$ cat src/rtl/memory_arbiter_if.sv
// Bundle of the three pipeline requester handshakes plus the memory controller port.
// master: the arbiter's view; slave: the pipeline stages and memory controller.
interface memory_arbiter_if #(
  parameter int unsigned DATA_WIDTH = 32
);
  logic                  fetch_enable;
  logic [DATA_WIDTH-1:0] fetch_address;
  logic                  fetch_data_valid;
  logic [DATA_WIDTH-1:0] fetch_data;
  logic                  read_enable;
  logic [DATA_WIDTH-1:0] read_address;
  logic                  read_data_valid;
  logic [DATA_WIDTH-1:0] read_data;
  logic                  write_enable;
  logic [DATA_WIDTH-1:0] write_address;
  logic [DATA_WIDTH-1:0] write_data;
  logic                  write_done;
  logic                  mem_enable;
  logic                  mem_write;
  logic [DATA_WIDTH-1:0] mem_address;
  logic [DATA_WIDTH-1:0] mem_wdata;
  logic                  mem_done;
  logic [DATA_WIDTH-1:0] mem_rdata;
  logic [1:0]            owner;

  modport master (
    input  fetch_enable, fetch_address, read_enable, read_address,
           write_enable, write_address, write_data, mem_done, mem_rdata,
    output fetch_data_valid, fetch_data, read_data_valid, read_data, write_done,
           mem_enable, mem_write, mem_address, mem_wdata, owner
  );

  modport slave (
    output fetch_enable, fetch_address, read_enable, read_address,
           write_enable, write_address, write_data, mem_done, mem_rdata,
    input  fetch_data_valid, fetch_data, read_data_valid, read_data, write_done,
           mem_enable, mem_write, mem_address, mem_wdata, owner
  );
endinterface

$ cat src/rtl/memory_arbiter.sv
// Single-outstanding arbiter sharing one memory port among fetch, read and write stages.
// Define MEMORY_ARBITER_STARVE_GUARD_EN to force a fetch grant after STARVE_LIMIT waiting cycles.
module memory_arbiter #(
  parameter int unsigned DATA_WIDTH   = 32,
  parameter int unsigned STARVE_LIMIT = 8
) (
  input  logic             clock,
  input  logic             reset,
  memory_arbiter_if.master bus
);
  typedef enum logic [1:0] {
    OWN_NONE  = 2'd0,
    OWN_FETCH = 2'd1,
    OWN_READ  = 2'd2,
    OWN_WRITE = 2'd3
  } owner_e;

  typedef enum logic {IDLE, BUSY} state_e;

  state_e                state_q, state_d;
  owner_e                owner_q, grant;
  logic [DATA_WIDTH-1:0] grant_addr;
  logic [DATA_WIDTH-1:0] addr_q, wdata_q, fetch_data_q, read_data_q;
  logic                  write_q, cancelled_q;
  logic                  fetch_valid_q, read_valid_q, write_done_q;
  logic                  any_req, owner_dropped, fetch_forced;

  if (STARVE_LIMIT == 0) begin : g_bad_limit
    $error("memory_arbiter: STARVE_LIMIT must be at least 1");
  end

  assign any_req = bus.fetch_enable | bus.read_enable | bus.write_enable;

  // Stores are committed once granted, so only fetch and read can be flushed.
  assign owner_dropped = (state_q == BUSY) &&
                         (((owner_q == OWN_FETCH) && !bus.fetch_enable) ||
                          ((owner_q == OWN_READ)  && !bus.read_enable));

`ifdef MEMORY_ARBITER_STARVE_GUARD_EN
  localparam int unsigned CW = $clog2(STARVE_LIMIT + 1);
  logic [CW-1:0] starve_q;

  always_ff @(posedge clock or posedge reset) begin
    if (reset) begin
      starve_q <= '0;
    end else if (!bus.fetch_enable || ((state_q == IDLE) && (grant == OWN_FETCH))) begin
      starve_q <= '0;
    end else if (!((state_q == BUSY) && (owner_q == OWN_FETCH)) &&
                 (starve_q != CW'(STARVE_LIMIT))) begin
      starve_q <= starve_q + 1'b1;
    end
  end

  assign fetch_forced = bus.fetch_enable && (starve_q >= CW'(STARVE_LIMIT));
`else
  assign fetch_forced = 1'b0;
`endif

  // Older pipeline stages win unless the starvation guard forces fetch.
  always_comb begin
    grant      = OWN_NONE;
    grant_addr = '0;
    if (fetch_forced) begin
      grant      = OWN_FETCH;
      grant_addr = bus.fetch_address;
    end else if (bus.write_enable) begin
      grant      = OWN_WRITE;
      grant_addr = bus.write_address;
    end else if (bus.read_enable) begin
      grant      = OWN_READ;
      grant_addr = bus.read_address;
    end else if (bus.fetch_enable) begin
      grant      = OWN_FETCH;
      grant_addr = bus.fetch_address;
    end
  end

  always_ff @(posedge clock or posedge reset) begin
    if (reset) begin
      state_q <= IDLE;
    end else begin
      state_q <= state_d;
    end
  end

  always_comb begin
    state_d = state_q;
    case (state_q)
      IDLE:    if (any_req)      state_d = BUSY;
      BUSY:    if (bus.mem_done) state_d = IDLE;
      default: state_d = IDLE;
    endcase
  end

  always_ff @(posedge clock or posedge reset) begin
    if (reset) begin
      owner_q       <= OWN_NONE;
      addr_q        <= '0;
      wdata_q       <= '0;
      write_q       <= 1'b0;
      cancelled_q   <= 1'b0;
      fetch_valid_q <= 1'b0;
      read_valid_q  <= 1'b0;
      write_done_q  <= 1'b0;
      fetch_data_q  <= '0;
      read_data_q   <= '0;
    end else begin
      fetch_valid_q <= 1'b0;
      read_valid_q  <= 1'b0;
      write_done_q  <= 1'b0;
      if (state_q == IDLE) begin
        if (any_req) begin
          owner_q     <= grant;
          addr_q      <= grant_addr;
          wdata_q     <= bus.write_data;
          write_q     <= (grant == OWN_WRITE);
          cancelled_q <= 1'b0;
        end
      end else begin
        if (owner_dropped) cancelled_q <= 1'b1;
        // A flush seen in the mem_done cycle itself still suppresses the pulse.
        if (bus.mem_done && !(cancelled_q || owner_dropped)) begin
          case (owner_q)
            OWN_FETCH: begin
              fetch_valid_q <= 1'b1;
              fetch_data_q  <= bus.mem_rdata;
            end
            OWN_READ: begin
              read_valid_q <= 1'b1;
              read_data_q  <= bus.mem_rdata;
            end
            OWN_WRITE: write_done_q <= 1'b1;
            default: ;
          endcase
        end
      end
    end
  end

  always_comb begin
    bus.mem_enable       = (state_q == BUSY);
    bus.owner            = (state_q == BUSY) ? owner_q : OWN_NONE;
    bus.mem_write        = write_q;
    bus.mem_address      = addr_q;
    bus.mem_wdata        = wdata_q;
    bus.fetch_data_valid = fetch_valid_q;
    bus.fetch_data       = fetch_data_q;
    bus.read_data_valid  = read_valid_q;
    bus.read_data        = read_data_q;
    bus.write_done       = write_done_q;
  end
endmodule

$ cat src/flat_wrapper.sv
// flat-port wrapper written by rule: the top's interface ports become plain ports
module memory_arbiter_flat 
#(
  parameter int unsigned DATA_WIDTH   = 32,
  parameter int unsigned STARVE_LIMIT = 8
)
  (clock, reset, bus_fetch_enable, bus_fetch_address, bus_read_enable, bus_read_address, bus_write_enable, bus_write_address, bus_write_data, bus_mem_done, bus_mem_rdata, bus_fetch_data_valid, bus_fetch_data, bus_read_data_valid, bus_read_data, bus_write_done, bus_mem_enable, bus_mem_write, bus_mem_address, bus_mem_wdata, bus_owner);
  memory_arbiter_if #(.DATA_WIDTH(DATA_WIDTH)) bus_i ();
  input  logic clock;
  input  logic reset;
  input wire logic [$bits(bus_i.fetch_enable)-1:0] bus_fetch_enable;
  input wire logic [$bits(bus_i.fetch_address)-1:0] bus_fetch_address;
  input wire logic [$bits(bus_i.read_enable)-1:0] bus_read_enable;
  input wire logic [$bits(bus_i.read_address)-1:0] bus_read_address;
  input wire logic [$bits(bus_i.write_enable)-1:0] bus_write_enable;
  input wire logic [$bits(bus_i.write_address)-1:0] bus_write_address;
  input wire logic [$bits(bus_i.write_data)-1:0] bus_write_data;
  input wire logic [$bits(bus_i.mem_done)-1:0] bus_mem_done;
  input wire logic [$bits(bus_i.mem_rdata)-1:0] bus_mem_rdata;
  output wire logic [$bits(bus_i.fetch_data_valid)-1:0] bus_fetch_data_valid;
  output wire logic [$bits(bus_i.fetch_data)-1:0] bus_fetch_data;
  output wire logic [$bits(bus_i.read_data_valid)-1:0] bus_read_data_valid;
  output wire logic [$bits(bus_i.read_data)-1:0] bus_read_data;
  output wire logic [$bits(bus_i.write_done)-1:0] bus_write_done;
  output wire logic [$bits(bus_i.mem_enable)-1:0] bus_mem_enable;
  output wire logic [$bits(bus_i.mem_write)-1:0] bus_mem_write;
  output wire logic [$bits(bus_i.mem_address)-1:0] bus_mem_address;
  output wire logic [$bits(bus_i.mem_wdata)-1:0] bus_mem_wdata;
  output wire logic [$bits(bus_i.owner)-1:0] bus_owner;
  assign bus_i.fetch_enable = bus_fetch_enable;
  assign bus_i.fetch_address = bus_fetch_address;
  assign bus_i.read_enable = bus_read_enable;
  assign bus_i.read_address = bus_read_address;
  assign bus_i.write_enable = bus_write_enable;
  assign bus_i.write_address = bus_write_address;
  assign bus_i.write_data = bus_write_data;
  assign bus_i.mem_done = bus_mem_done;
  assign bus_i.mem_rdata = bus_mem_rdata;
  assign bus_fetch_data_valid = bus_i.fetch_data_valid;
  assign bus_fetch_data = bus_i.fetch_data;
  assign bus_read_data_valid = bus_i.read_data_valid;
  assign bus_read_data = bus_i.read_data;
  assign bus_write_done = bus_i.write_done;
  assign bus_mem_enable = bus_i.mem_enable;
  assign bus_mem_write = bus_i.mem_write;
  assign bus_mem_address = bus_i.mem_address;
  assign bus_mem_wdata = bus_i.mem_wdata;
  assign bus_owner = bus_i.owner;
  memory_arbiter #(.DATA_WIDTH(DATA_WIDTH), .STARVE_LIMIT(STARVE_LIMIT)) u_core (.clock(clock), .reset(reset), .bus(bus_i));
endmodule
$ cat config.mk
export PLATFORM = sky130hd
export DESIGN_NAME = memory_arbiter_flat
export DESIGN_NICKNAME = d
export VERILOG_FILES = /design/src/rtl/memory_arbiter_if.sv /design/src/rtl/memory_arbiter.sv /design/src/flat_wrapper.sv
export SDC_FILE = /design/constraint.sdc
export NUM_CORES = 1
export LEC_CHECK = 0
export BUFFER_PORTS_ARGS = -buffer_cell sky130_fd_sc_hd__buf_2
export CAP_MARGIN = 20
export CORE_MARGIN = 10
export CORE_UTILIZATION = 49
export CTS_CLUSTER_DIAMETER = 30
export DETAILED_ROUTE_END_ITERATION = 12
export HOLD_SLACK_MARGIN = 0.1
export PLACE_DENSITY = 0.89
export SYNTH_ARGS = -nofsm -noshare
export SYNTH_HDL_FRONTEND = slang
export SYNTH_SLANG_ARGS = --single-unit
$ cat constraint.sdc
create_clock -name clock -period 12.9 [get_ports clock]
set_input_delay 3.225 -clock clock [delete_from_list [all_inputs] [get_ports clock]]
set_output_delay 3.225 -clock clock [all_outputs]
set_load 0.03 [all_outputs]
== Yosys cells after proc, flatten, opt, wreduce, memory -nomap -nowiden ==
Index checks and enable logic that the tools add are counted.

* Bits in registers: 136
* Input port bits: 166
* Output and inout bits: 135
* Logic and storage cells: 55

* Equality and inequality tests: 5
* Multiplexer cells: 22
* Bitwise logic cells: 3
* Reduce and logical (&&, ||, !) cells: 14

{| class="wikitable"
|+ Operator list
! cell !! number
|-
| $mux 32 || 3
|-
| $mux 1 || 15
|-
| $eq 2x2->1 const B || 3
|-
| $mux 2 || 3
|-
| $reduce_and 3->1 || 2
|-
| $logic_and 1x1->1 || 4
|-
| $reduce_and 2->1 || 2
|-
| $logic_not 1->1 || 3
|-
| $eq 2x1->1 const B || 1
|-
| $logic_or 1x1->1 || 2
|-
| $ne 2x2->1 const B || 1
|-
| $or 1x1->1 || 2
|-
| $pmux 1 s2 || 1
|-
| $reduce_bool 2->1 || 1
|-
| $not 1->1 || 1
|}

== Depth between registers and ports, before layout ==
* Word-level depth: 9
* Mapped depth: 6
* Mapped depth without buffers: 3

== Worst setup path before layout ==
Ideal clock, no wire load.

* Path type: reg-to-output
* Start point: register u_core.state_q, in the netlist u_core.bus.mem_enable
* End point: output port bus_owner[0]
* Arrival time: 1.363 ns
* Required time: 9.675 ns
* Slack: 8.312 ns
* Cell stages (with the launch flop): 4
* Path buffers: 1
* Cells stage by stage: dfrtp_1 -> clkbuf_1 -> inv_1 -> nor2_1

* Cells in the longest elaborated chain, start to end: 1

{| class="wikitable"
|+ RTL lines
! what !! line !! source
|-
| start: declaration || memory_arbiter.sv:20 || <nowiki>state_e state_q, state_d;</nowiki>
|-
| start signal: assignment || memory_arbiter.sv:82 || <nowiki>state_q <= state_d;</nowiki>
|-
| $mux 2 || memory_arbiter.sv:142 || <nowiki>bus.owner = (state_q == BUSY) ? owner_q : OWN_NONE;</nowiki>
|-
| end: declaration || flat_wrapper.sv:29 || <nowiki>output wire logic [$bits(bus_i.owner)-1:0] bus_owner;</nowiki>
|}

No other way between the ends.

== Worst setup path in the final report ==
Same ends and word-level chain as after synthesis.

==> flow_summary_export.csv <==
group,metric,value,unit
run_status,outcome,"finished, final reports clean",
final_layout,layout.nets,880,
sta,max_slew_margin,42.20,%
synthesis,synth.distinct_cells,24,
sta,tightestPinTransition,0.8670,ns
final_layout,nFillCells,827,
worst_setup_path,worstPathCellList,"buf_4 -> inv_1 -> nor2_1 -> buf_2",
flow_run,drv_cap,0,
worst_setup_path,required,9.68,ns
synthesis,synth_common_cells,"dfrtp_1, mux2_2, o21ai_0, nor2b_1",
synthesis,synth_simple_gate_area_share,5.267,%
power,p_sw,0.0009977,W
clock_network,cts_tree,"yes",
clock_network,cts_hold_buf,0,
sta,clock-skew-final,0.005375,ns
routing,wire_per_inst,21.48,um
clock_network,postCtsSetupBuffers,0,
synthesis,yosysMostFrequentCell,"dfrtp_1",
synthesis,synth.cell_area,5725,um^2
sta,fin_tns_setup,0,ns
final_layout,syn2layout_area_growth,39.07,%
synthesis,synthXorXnorAreaFrac,0,%
power,power_density,288.2,nW/um^2
die,start_util,50.14,%
power,power_frac_comb,45.1,%
die,dieWidth,128.1,um
synthesis,synth-compound-area-share,12.83,%
routing,drt_wl_total,18730,um
grt,grt_pass1_vias,5201,
clock_network,cts_buffer_depth,2,
worst_setup_path,path_buf_inv,3,
die,io_pins,301,
clock_network,clk_latency,0.41,ns
synthesis,yosys.area.top_type_share,59.44,%
worst_setup_path,path_class,"flip-flop to primary output",
synthesis,syn_avg_cell_area,13.60,um^2
worst_setup_path,slowest_delay,0.34,ns
synthesis,yosysWarnings,0,
synthesis,synth_area_leader_cell,"dfrtp_1",
clock_network,post_cts_resized,0,
grt,grt_pass1_wl,28840,um
synthesis,synth_area_leaders,"dfrtp_1, mux2_2, a221oi_1, o31ai_1, nor2b_1",
routing,via_count,4751,
placement,gp_congestion,0.7932,
worst_setup_path,worstSetupEndpointType,"primary output",
power,vdd_drop_max,0.2347,mV
grt,antenna_found_initial,3,
final_layout,stdcell_area,7963,um^2
synthesis,synth-main-ff-cell,"dfrtp_1",
worst_setup_path,crit_arrival,1.62,ns
worst_setup_path,reg2reg_depth,5,
power,swShare,43.47,%
die,core,11420,um^2
sta,finalCriticalPeriod,4.847,ns
power,internal-power,0.001297,W
synthesis,synth_edf_count,0,
synthesis,synth_fa_ha_area_share,0,%
grt,grt-ovfl-total,0,
grt,grt_max_degree,72,
synthesis,muxShareOfSynthArea,18.88,%
sta,finalSetupViolCount,0,
sta,final-hold-violation-count,0,
placement,portBuffers,300,
power,p_leak,3.943,nW
die,die_height,128.1,um
worst_setup_path,startpoint_type,"flip-flop",
die,design.die.area,16410,um^2
worst_setup_path,cp.depth,4,
routing,first_pass_iters,4,
placement,dpl_cell_area,7318,um^2
clock_network,path_clk_slew,0.06,ns
worst_setup_path,crit_path_top_delay_cell,"buf_4",
sta,whs,0.4802,ns
synthesis,synth-async-reset-ratio,100.0,%
synthesis,syn_inst,421,
synthesis,syn_nets,587,
final_layout,layout-drive-gt1-share,59.28,%
worst_setup_path,crit_fanout,42,
grt,grt_usage,22.26,%
sta,fmax,206.3,MHz
die,row_count,39,
routing,avgViaCountPerCell,5.448,
synthesis,synth_top_family_by_area,"multiplexers",
clock_network,cts_buffers,17,
synthesis,synth.yosys.seq_area_share,59.44,%
sta,rsz0062_at_grt,"false",
sta,drv_slew,0,
worst_setup_path,path_delay_family,"buffers and inverters",
clock_network,cts_root_buf,"clkbuf_16",
power,total_power,0.002295,W
placement,place_hpwl,13970,um
power,clkPwrFrac,22.2,%
routing,first_iter_violations,288,
power,seq_power_share,32.7,%
routing,ant_nets,0,
synthesis,synth.ff_latch_count,136,
clock_network,cts_sinks,136,
clock_network,htree_levels,4,
hold_path,holdPathStages,1,
routing,drc,0,
hold_path,hp-class,"flip-flop to flip-flop",
sta,fin_crit_sh,37.58,%
final_layout,final_core_util,69.73,%
[layer usage]
metal  routed length, um  vias up  GRT usage, %
met5                  13        -             0
met4                 205        2         7.020
li1                    -     2157             -
met2                9775      242         38.45
met3                1841       16         9.884
met1                6895     2334         23.88
[area by class of cell]
| class | count | area [um^2] | share of cell area, % |
|---|---|---|---|
| Antenna cell | 2 | 5.005 | 0.06285 |
| Clock buffer | 17 | 425.4 | 5.343 |
| Clock inverter | 15 | 198.9 | 2.498 |
| Inverter | 4 | 20.02 | 0.2514 |
| Multi-Input combinational cell | 246 | 2135 | 26.81 |
| Sequential cell | 136 | 3403 | 42.74 |
| Tap cell | 143 | 178.9 | 2.247 |
| Timing Repair Buffer | 309 | 1597 | 20.05 |
[registers in the layout, indices dropped and copies added (netlist names)]
name	count
u_core.bus.fetch_data	32
u_core.bus.mem_address	32
u_core.bus.mem_wdata	32
u_core.bus.read_data	32
u_core.owner_q	2
u_core.bus.fetch_data_valid	1
u_core.bus.mem_enable	1
u_core.bus.mem_write	1
u_core.bus.read_data_valid	1
u_core.bus.write_done	1
u_core.cancelled_q	1
[power groups by stage]
| stage | Clock [W] | Sequential (W) | Combinational (W) |
|---|---|---|---|
| 6_report | 0.000508 | 0.000751 | 0.00104 |
| 5_1_grt | 0.000536 | 0.000775 | 0.00110 |
| 3_5_place_dp | 0 | 0.000751 | 0.00104 |
| 2_1_floorplan | 0 | 0.00116 | 0.000278 |
| 4_1_cts | 0.000519 | 0.000751 | 0.00105 |
| 3_3_place_gp | 0 | 0.000732 | 0.00101 |
[worst paths after layout]
path	from	end	slack [ns]
setup / recovery	u_core.bus.mem_enable$_DFF_PP0_	bus_owner[0]	8.05
hold / removal	u_core.bus.read_data[4]$_DFFE_PP0P_	u_core.bus.read_data[4]$_DFFE_PP0P_	0.48
setup reg to reg	u_core.bus.mem_enable$_DFF_PP0_	u_core.bus.read_data[6]$_DFFE_PP0P_	10.84
hold reg to reg	u_core.bus.read_data[4]$_DFFE_PP0P_	u_core.bus.read_data[4]$_DFFE_PP0P_	0.48
max in group asynchronous	reset	u_core.bus.fetch_data[3]$_DFFE_PP0P_	8.71
min in group asynchronous	reset	u_core.bus.mem_wdata[30]$_DFFE_PP0P_	2.90
[layout by cell type (no fill, tap or decap), types with 2 or more instances in the layout]
master | Yosys | final
mux2_1 | 12 | 12
clkinvlp_4 | 0 | 5
bufinv_16 | 0 | 4
nand4b_1 | 2 | 2
clkbuf_16 | 0 | 17
buf_2 | 11 | 300
nor2_1 | 5 | 4
buf_4 | 0 | 7
clkinv_2 | 0 | 3
a221oi_1 | 32 | 32
inv_6 | 0 | 4
o21ai_0 | 35 | 35
dfrtp_1 | 136 | 136
nor3_4 | 0 | 2
o31ai_1 | 32 | 32
diode_2 | 0 | 2
nor2b_1 | 33 | 32
inv_1 | 4 | 3
mux2_2 | 84 | 84
[through the flow]
| step | cells | setup slack (ns) |
|---|---|---|
| final | 872 | 8.053 |
| after global routing | 871 | 7.931 |
| after CTS | 869 | 8.022 |
| after detailed placement | 837 | 7.624 |
| after global placement | 836 | 7.734 |
| after floorplan | 421 | 6.036 |
[cell families (layout without fill, tap and decap cells)]
group	Yosys count	after routing
compound gates	104	104
buf+inv	39	345
flops	136	136
mux	96	96
other cells	0	2
simple gates	46	46
Note: power is estimated with default switching activity, not from simulation.
